===== config.mk =====
export PLATFORM = sky130hd
export DESIGN_NAME = ps2_port_rx_flat
export DESIGN_NICKNAME = d
export VERILOG_FILES = /design/src/rtl/ps2_port_rx_if.sv /design/src/rtl/ps2_port_rx.sv /design/src/flat_wrapper.sv
export SDC_FILE = /design/constraint.sdc
export NUM_CORES = 1
export LEC_CHECK = 0
export CAP_MARGIN = 20
export CORE_MARGIN = 2
export CORE_UTILIZATION = 35
export CTS_CLUSTER_DIAMETER = 50
export DETAILED_ROUTE_END_ITERATION = 16
export HOLD_SLACK_MARGIN = 0.02
export PLACE_DENSITY = 0.49
export SLEW_MARGIN = 20
export SYNTH_ARGS = -nofsm -noshare
export SYNTH_HDL_FRONTEND = slang
export SYNTH_SLANG_ARGS = --single-unit
export TNS_END_PERCENT = 5

===== constraint.sdc =====
create_clock -name clk -period 2.3 [get_ports clk]
set_clock_uncertainty 0.15 [all_clocks]
set_input_delay 0.46 -clock clk [delete_from_list [all_inputs] [get_ports clk]]
set_output_delay 0.46 -clock clk [all_outputs]
set_load 0.01 [all_outputs]

===== src/rtl/ps2_port_rx_if.sv =====
// ps2_port_rx_if: event bus from the PS/2 receiver to the keyboard-matrix or
// mouse logic. The receiver drives it through the master modport and the
// consumer reads it through the slave modport.
interface ps2_port_rx_if;
  logic       kb_interrupt;  // one-clk pulse: new event valid
  logic [7:0] scancode;      // received byte without prefixes
  logic       released;      // 1 = break code (F0 seen)
  logic       extended;      // 1 = E0 prefix seen

  modport master (output kb_interrupt, scancode, released, extended);
  modport slave  (input  kb_interrupt, scancode, released, extended);
endinterface


===== src/rtl/ps2_port_rx.sv =====
// ps2_port_rx: PS/2 device-to-host receiver.
// The PS/2 pins are synchronised, and the clock pin is deglitched. Each
// falling edge of the filtered clock samples one bit of an 11-bit frame. In
// keyboard mode, the E0 and F0 prefixes are folded into the extended and
// released flags. In mouse mode, every byte is passed through raw.
// Optional build macro: PS2_PARITY_CHECK_EN. When it is defined, frames with
// even parity over data+parity are discarded. When it is not defined, the
// parity bit is ignored.
module ps2_port_rx #(
  parameter int FILTER_LEN     = 8,
  parameter int TIMEOUT_CYCLES = 50000
) (
  input  logic           clk,
  input  logic           rst,
  input  logic           enable_rcv,
  input  logic           kb_or_mouse,
  input  logic           ps2clk_ext,
  input  logic           ps2data_ext,
  ps2_port_rx_if.master  evt
);

  localparam int FCW = $clog2(FILTER_LEN + 1);
  localparam int TCW = $clog2(TIMEOUT_CYCLES + 1);

`ifdef PS2_PARITY_CHECK_EN
  localparam bit PARITY_CHECK = 1'b1;
`else
  localparam bit PARITY_CHECK = 1'b0;
`endif

  typedef enum logic [1:0] {S_IDLE, S_DATA, S_PARITY, S_STOP} state_e;

  // Input conditioning
  logic [1:0]     clk_sync_q, data_sync_q;
  logic           clk_s, data_s;
  logic           filt_q, filt_d;
  logic [FCW-1:0] fcnt_q, fcnt_d;
  logic           fall;

  // Frame FSM
  state_e         state_q, state_d;
  logic [2:0]     bit_idx_q, bit_idx_d;
  logic [7:0]     shift_q, shift_d;
  logic           parity_q, parity_d;
  logic [TCW-1:0] tmo_q, tmo_d;
  logic           timeout_hit;

  // Prefix flags and event outputs
  logic           ext_flag_q, ext_flag_d;
  logic           rel_flag_q, rel_flag_d;
  logic           kb_int_q, kb_int_d;
  logic [7:0]     scancode_q, scancode_d;
  logic           released_q, released_d;
  logic           extended_q, extended_d;
  logic           frame_done, frame_valid, frame_bad, parity_ok, emit;
  logic           is_e0, is_f0;

  // Two-flop synchronisers on both pins; the idle level of the bus is high
  always_ff @(posedge clk) begin
    // NOTE: sequential state uses non-blocking (<=) so every flop samples
    // pre-edge values; blocking here would make the 2-flop chain collapse.
    if (rst) begin
      clk_sync_q  <= 2'b11;
      data_sync_q <= 2'b11;
    end else begin
      clk_sync_q  <= {clk_sync_q[0], ps2clk_ext};
      data_sync_q <= {data_sync_q[0], ps2data_ext};
    end
  end

  assign clk_s  = clk_sync_q[1];
  assign data_s = data_sync_q[1];

  // Glitch filter: flip the level only after FILTER_LEN consecutive differing samples
  always_comb begin
    // NOTE: every variable gets a default before any branch, so no latch
    // can be inferred if a path misses an assignment.
    filt_d = filt_q;
    fcnt_d = '0;
    if (clk_s != filt_q) begin
      if (fcnt_q == FCW'(FILTER_LEN - 1)) begin
        filt_d = clk_s;
      end else begin
        fcnt_d = fcnt_q + FCW'(1);
      end
    end
  end

  assign fall = filt_q & ~filt_d;

  // Filter register
  always_ff @(posedge clk) begin
    if (rst) begin
      filt_q <= 1'b1;
      fcnt_q <= '0;
    end else begin
      filt_q <= filt_d;
      fcnt_q <= fcnt_d;
    end
  end

  // FSM state register, bit datapath and timeout counter
  always_ff @(posedge clk) begin
    if (rst) begin
      state_q   <= S_IDLE;
      bit_idx_q <= '0;
      shift_q   <= '0;
      parity_q  <= 1'b0;
      tmo_q     <= '0;
    end else begin
      state_q   <= state_d;
      bit_idx_q <= bit_idx_d;
      shift_q   <= shift_d;
      parity_q  <= parity_d;
      tmo_q     <= tmo_d;
    end
  end

  assign timeout_hit = (state_q != S_IDLE) && !fall &&
                       (tmo_q == TCW'(TIMEOUT_CYCLES - 1));

  // Next-state logic: one state step per sampled edge, with abort on disable or timeout
  always_comb begin
    state_d   = state_q;
    bit_idx_d = bit_idx_q;
    shift_d   = shift_q;
    parity_d  = parity_q;
    tmo_d     = (state_q == S_IDLE || fall) ? '0 : tmo_q + TCW'(1);

    if (!enable_rcv) begin
      state_d   = S_IDLE;
      bit_idx_d = '0;
      tmo_d     = '0;
    end else if (fall) begin
      unique case (state_q)
        S_IDLE: begin
          if (!data_s) begin
            state_d   = S_DATA;
            bit_idx_d = '0;
          end
        end
        S_DATA: begin
          shift_d = {data_s, shift_q[7:1]};
          if (bit_idx_q == 3'd7) begin
            state_d = S_PARITY;
          end else begin
            bit_idx_d = bit_idx_q + 3'd1;
          end
        end
        S_PARITY: begin
          parity_d = data_s;
          state_d  = S_STOP;
        end
        S_STOP: begin
          state_d = S_IDLE;
        end
        default: state_d = S_IDLE;
      endcase
    end else if (timeout_hit) begin
      state_d   = S_IDLE;
      bit_idx_d = '0;
    end
  end

  // Output logic: classify the finished frame and compute the flags and the event
  always_comb begin
    frame_done  = enable_rcv && fall && (state_q == S_STOP);
    parity_ok   = ^{shift_q, parity_q};
    frame_valid = frame_done && data_s && (parity_ok || !PARITY_CHECK);
    frame_bad   = frame_done && !frame_valid;
    is_e0       = (shift_q == 8'hE0);
    is_f0       = (shift_q == 8'hF0);
    emit        = frame_valid && (kb_or_mouse || !(is_e0 || is_f0));

    ext_flag_d = ext_flag_q;
    rel_flag_d = rel_flag_q;
    if (frame_bad) begin
      ext_flag_d = 1'b0;
      rel_flag_d = 1'b0;
    end else if (frame_valid && !kb_or_mouse) begin
      if (is_e0) begin
        ext_flag_d = 1'b1;
      end else if (is_f0) begin
        rel_flag_d = 1'b1;
      end else begin
        ext_flag_d = 1'b0;
        rel_flag_d = 1'b0;
      end
    end

    kb_int_d   = emit;
    scancode_d = emit ? shift_q : scancode_q;
    released_d = emit ? (!kb_or_mouse && rel_flag_q) : released_q;
    extended_d = emit ? (!kb_or_mouse && ext_flag_q) : extended_q;
  end

  // Event and prefix-flag registers; outputs hold until the next event
  always_ff @(posedge clk) begin
    if (rst) begin
      ext_flag_q <= 1'b0;
      rel_flag_q <= 1'b0;
      kb_int_q   <= 1'b0;
      scancode_q <= 8'h00;
      released_q <= 1'b0;
      extended_q <= 1'b0;
    end else begin
      ext_flag_q <= ext_flag_d;
      rel_flag_q <= rel_flag_d;
      kb_int_q   <= kb_int_d;
      scancode_q <= scancode_d;
      released_q <= released_d;
      extended_q <= extended_d;
    end
  end

  assign evt.kb_interrupt = kb_int_q;
  assign evt.scancode     = scancode_q;
  assign evt.released     = released_q;
  assign evt.extended     = extended_q;

endmodule


===== src/flat_wrapper.sv =====
// flat-port wrapper written by rule: the top's interface ports become plain ports
module ps2_port_rx_flat 
#(
  parameter int FILTER_LEN     = 8,
  parameter int TIMEOUT_CYCLES = 50000
)
  (clk, rst, enable_rcv, kb_or_mouse, ps2clk_ext, ps2data_ext, evt_kb_interrupt, evt_scancode, evt_released, evt_extended);
  ps2_port_rx_if evt_i ();
  input  logic clk;
  input  logic rst;
  input  logic enable_rcv;
  input  logic kb_or_mouse;
  input  logic ps2clk_ext;
  input  logic ps2data_ext;
  output wire logic [$bits(evt_i.kb_interrupt)-1:0] evt_kb_interrupt;
  output wire logic [$bits(evt_i.scancode)-1:0] evt_scancode;
  output wire logic [$bits(evt_i.released)-1:0] evt_released;
  output wire logic [$bits(evt_i.extended)-1:0] evt_extended;
  assign evt_kb_interrupt = evt_i.kb_interrupt;
  assign evt_scancode = evt_i.scancode;
  assign evt_released = evt_i.released;
  assign evt_extended = evt_i.extended;
  ps2_port_rx #(.FILTER_LEN(FILTER_LEN), .TIMEOUT_CYCLES(TIMEOUT_CYCLES)) u_core (.clk(clk), .rst(rst), .enable_rcv(enable_rcv), .kb_or_mouse(kb_or_mouse), .ps2clk_ext(ps2clk_ext), .ps2data_ext(ps2data_ext), .evt(evt_i));
endmodule

Word level (Yosys, flattened, before mapping)
Index checks and enable logic that the tools add are counted.

Word-level logic and storage cells: 80. Input bits: 6. Bits in registers: 51. Output and inout port bits: 11.

Equal/unequal tests: 14. Reduce and logical (&&, ||, !) cells: 29. Muxes and demuxes: 15. Add/sub/neg operators: 3. Bitwise operators: 5.

Operators by type and width (count): 16-bit by 1-bit adder with 16-bit output, second input constant (1); 16-bit == test, second input constant (1); 8-bit == test, second input constant (2); 3-bit two-way mux (4); 3-bit != test, second input constant (4); 1-bit logical AND (10); 2-bit two-way mux (4); 2-bit one-hot mux with 4 select lines (1); 3-bit one-hot mux with 2 select lines (1); 3-bit AND reduction (2); 3-bit OR reduction (2); 1-bit two-way mux (5); 4-bit by 1-bit adder with 4-bit output, second input constant (1); 2-bit == test, second input constant (2); 4-bit by 3-bit == test with 1-bit output, second input constant (1); 1-bit zero test (4); 1-bit inverter (4); 2-bit AND reduction (2); 4-bit AND reduction (1); 2-bit nonzero test (2); 2-bit OR reduction (2); 3-bit by 1-bit adder with 3-bit output, second input constant (1); 3-bit == test, second input constant (1); 1-bit logical OR (3); 5 further kinds (5).

Longest topological paths before layout
Word-level depth: 11. Mapped depth: 7. Gate-level depth less buffers: 7.

Worst setup path after synthesis
Ideal clock, no wire load.

Path type: register to register. From: register u_core.bit_idx_q[0]. To: register u_core.bit_idx_q[0]. Path buffers: 0. Period minus slack after synthesis: 1.752 ns. Setup slack: 0.548 ns. Data arrival time: 1.486 ns. Setup time: 0.116 ns. Stages on the path, launching flop included: 8. Data required time: 2.034 ns. Cell sequence: dfxtp_1 ha_1 ha_1 nand2b_1 nand3_1 a2bb2oi_1 nand2_1 a31o_2.

Longest elaborated chain between the ends: 4. Elaborated cells between the ends (all ways): 7. Those cells by class: 1 x add/sub; 2 x eq/ne; 3 x mux; 1 x reduce/logical.

RTL lines: start, declared (line ps2_port_rx.sv:42) `logic [2:0] bit_idx_q, bit_idx_d;`; start signal, assigned (line ps2_port_rx.sv:112) `bit_idx_q <= bit_idx_d;`; 3-bit by 1-bit adder with 3-bit output (line ps2_port_rx.sv:147) `bit_idx_d = bit_idx_q + 3'd1;`; 3-bit two-way mux (line ps2_port_rx.sv:144) `if (bit_idx_q == 3'd7) begin`; 3-bit one-hot mux with 2 select lines (line ps2_port_rx.sv:135) `unique case (state_q)`; 3-bit two-way mux (line ps2_port_rx.sv:134) `end else if (fall) begin`.

Several ways; a longest one is shown, not always the timed one. The select of a mux whose other input is x is not followed. A chain may end at the register's enable or synchronous reset.

Worst setup path after layout
From: register u_core.shift_q[0]. To: register u_core.scancode_q[4] (netlist: u_core.evt.scancode[4]).

Longest elaborated chain between the ends: 5. Elaborated cells between the ends (all ways): 6. Those cells by class: 2 x eq/ne; 4 x reduce/logical.

RTL lines: start, declared (line ps2_port_rx.sv:43) `logic [7:0] shift_q, shift_d;`; start signal, assigned (line ps2_port_rx.sv:113) `shift_q <= shift_d;`; 8-bit == test (on tied branches) (line ps2_port_rx.sv:171, ps2_port_rx.sv:172); 1-bit logical OR (*) (line ps2_port_rx.sv:173) `emit = frame_valid && (kb_or_mouse || !(is_e0 || is_f0));`; 1-bit zero test (*) (line ps2_port_rx.sv:173); 1-bit logical OR (*) (line ps2_port_rx.sv:173); 1-bit logical AND (*) (line ps2_port_rx.sv:173); end signal, assigned (line ps2_port_rx.sv:210) `scancode_q <= scancode_d;`; end, declared (line ps2_port_rx.sv:52) `logic [7:0] scancode_q, scancode_d;`.

Mark *: on every way between the ends. The rest lies on a longest branch, timed or not.

==> results.json <==
{
  "status": "complete, no violations",
  "fin_tns_setup_ps": 0,
  "path_buf_inv": 0,
  "hold_path_class": "flop to flop",
  "tightest_slew_ps": 632,
  "rsz0062_at_grt": "no",
  "hold_viol": 0,
  "synth_edf_count": 0,
  "start_util_pct": 36.6,
  "max_slew_margin_pct": 57.8,
  "path_cells": "nor4_1, nand4_1, o21ai_2, mux2i_1, nor2_1",
  "gr-total-overflow": 0,
  "critPathTopFamily": "simple AND/OR/NAND/NOR gates",
  "synth_cell_types": 38,
  "ir_worst_vdd_uv": 315,
  "cts_root_buffer": "clkbuf_8",
  "ys_async_sr_fraction_pct": 0,
  "antenna_cells": 0,
  "final_cells": 337,
  "max_cap_violations": 0,
  "cts_resized": 0,
  "crit_fanout": 11,
  "numPortBuffers": 16,
  "clockBufferDepth": 2,
  "grt_antenna_before_repair": 0,
  "grt_start_max_net_pins": 28,
  "dieWidth_um": 83.1,
  "nets": 275,
  "nFillCells": 615,
  "yosysWarnings": 0,
  "ys_seq_area_share_pct": 46.6,
  "netlist_area_um2": 2190,
  "synth_nets": 256,
  "final_util_pct": 42.8,
  "first_pass_iters": 4,
  "setup_viol": 0,
  "coreArea_um2": 5990,
  "period_minus_slack_ps": 2020,
  "gp_congestion": 0.715,
  "route.detailed.drc": 0,
  "post_synth.cell_area_avg_um2": 9.05,
  "cts-hold-fix-buffers": 0,
  "pre_cts_ws_ps": 188,
  "via_per_inst": 4.78,
  "cts_tree": "built",
  "grt_pass1_vias": 1503,
  "clk_latency_ps": 310,
  "numCtsBuffers": 5,
  "drive_gt1_share_pct": 8.78,
  "crit_path_end_kind": "flop",
  "syn_inst": 242,
  "rows": 28,
  "critPathLaunchType": "flop",
  "finalCritPeriodShare_pct": 87.9,
  "finalWirelength_mm": 4.17,
  "path_class": "flop to flop",
  "cts_sinks": 51,
  "synth_top_flop_cell": "dfxtp_1",
  "cp.required_ps": 2350,
  "slew_viol_final": 0,
  "max_freq_mhz": 495,
  "dp.cells": 329,
  "drt_iter0_markers": 70,
  "die-area_um2": 6910,
  "postCtsSetupBuffers": 0,
  "vias": 1610,
  "max_stage_delay_ps": 580,
  "p_per_area_nw_per_um2": 652,
  "die_h_um": 83.1,
  "place_hpwl_mm": 2.99,
  "grt_pass1_wl_mm": 7.13,
  "p_leak_uw": 0.00100,
  "setup_slack_ps": 279,
  "drtAntennaViolNets": 0,
  "clk_pin_slew_worst_paths_ps": 100,
  "htree_levels": 2,
  "grtUsageTotal_pct": 12.7,
  "ys_ff_latch": 51,
  "io_pins": 17,
  "wl_per_cell_um": 12.4,
  "worstPathArrival_ps": 2070,
  "area_growth_pct": 17.0,
  "worst_path_max_delay_cell": "o21ai_2"
}
## metal layers
layer  global-route usage, %  part of all wire (%)
met2                    17.2                    39
met4                    5.81                   2.0
met1                    18.8                    56
met5                       0                     0
met3                    3.08                   2.9
## flip-flops by register name, summed over array words and instances, names as in the netlist, 2 cells and up
name,cells
u_core.bit_idx_q,3
u_core.clk_sync_q,2
u_core.data_sync_q,2
u_core.evt.scancode,8
u_core.fcnt_q,4
u_core.shift_q,8
u_core.state_q,2
u_core.tmo_q,16
## layout by cell type, fill, tap and decap left out, types with 2 or more instances in the layout
cell type,synthesis,final
ha_1,8,8
bufinv_16,0,2
clkdlybuf4s50_1,0,16
nand2_1,20,20
or2_2,4,4
nand2b_1,3,3
or3_1,2,2
nor2_1,39,39
xor2_1,8,8
nor2_2,2,2
nand3b_1,2,2
buf_4,0,4
nand3_1,24,24
nor2b_1,3,3
nand4_1,4,4
and3_1,4,4
inv_1,7,7
a21oi_1,12,12
xnor2_1,8,8
nor3_1,5,5
mux2i_1,11,11
clkbuf_8,0,5
a32oi_1,2,2
dfxtp_1,51,51
## Yosys cell counts, types with 3 or more instances
library cell | number | area share (%)
dfxtp_1 | 51 | 47
nor2_1 | 39 | 6.7
nand3_1 | 24 | 5.5
nand2_1 | 20 | 3.4
a21oi_1 | 12 | 2.7
mux2i_1 | 11 | 5.0
ha_1 | 8 | 4.6
xnor2_1 | 8 | 3.2
xor2_1 | 8 | 3.2
inv_1 | 7 | 1.2
nor3_1 | 5 | 1.1
and3_1 | 4 | 1.1
clkbuf_1 | 4 | 0.69
nand4_1 | 4 | 1.1
or2_2 | 4 | 1.1
nand2b_1 | 3 | 0.86
nor2b_1 | 3 | 0.86
## cells by family (layout without fill, tap and decap cells)
family,after synthesis,after routing,share of synthesized area [%]
fa+ha+maj,8,8,4.57
simple gates,121,121,28.3
buf+inv,15,35,3.37
compound gates,20,20,5.71
mux,11,11,5.03
xor+xnor,16,16,6.40
flops,51,51,46.6
## layout make-up
| type | count | area (µm²) | share of cell area, % |
|---|---|---|---|
| well taps | 75 | 93.8 | 3.66 |
| flip-flops and latches | 51 | 1020 | 39.8 |
| inverters | 7 | 26.3 | 1.02 |
| repair buffers | 20 | 190 | 7.42 |
| clock buffers | 5 | 68.8 | 2.68 |
| multi-input cells | 176 | 1100 | 42.8 |
| clock inverters | 3 | 67.6 | 2.64 |
## through the flow
stage / total power (µW) / hold slack (ps) / area, µm²
detailed placement: 947 / 251 / 2430
global route: 1720 / 298 / 2560
floorplan: 929 / 239 / 2190
finish: 1670 / 271 / 2560
global placement: 947 / 241 / 2430
CTS: 1690 / 275 / 2560
## path summary, 6_finish.rpt
path                          from                     end  slack (ps)  depth (start not counted)
min          u_core.data_sync_q[0]   u_core.data_sync_q[1]         270                          1
max reg2reg      u_core.shift_q[0]  u_core.evt.scancode[4]         280                          5
min reg2reg  u_core.data_sync_q[0]   u_core.data_sync_q[1]         270                          1
max              u_core.shift_q[0]  u_core.evt.scancode[4]         280                          5
## power breakdown
part | total (µW) | switching (µW) | internal, µW
clock | 746 | 312 | 434
combinational | 38.3 | 20.9 | 17.4
sequential | 888 | 1.80 | 886
total | 1670 | 334 | 1340
Note: power is estimated with default switching activity, not from simulation.
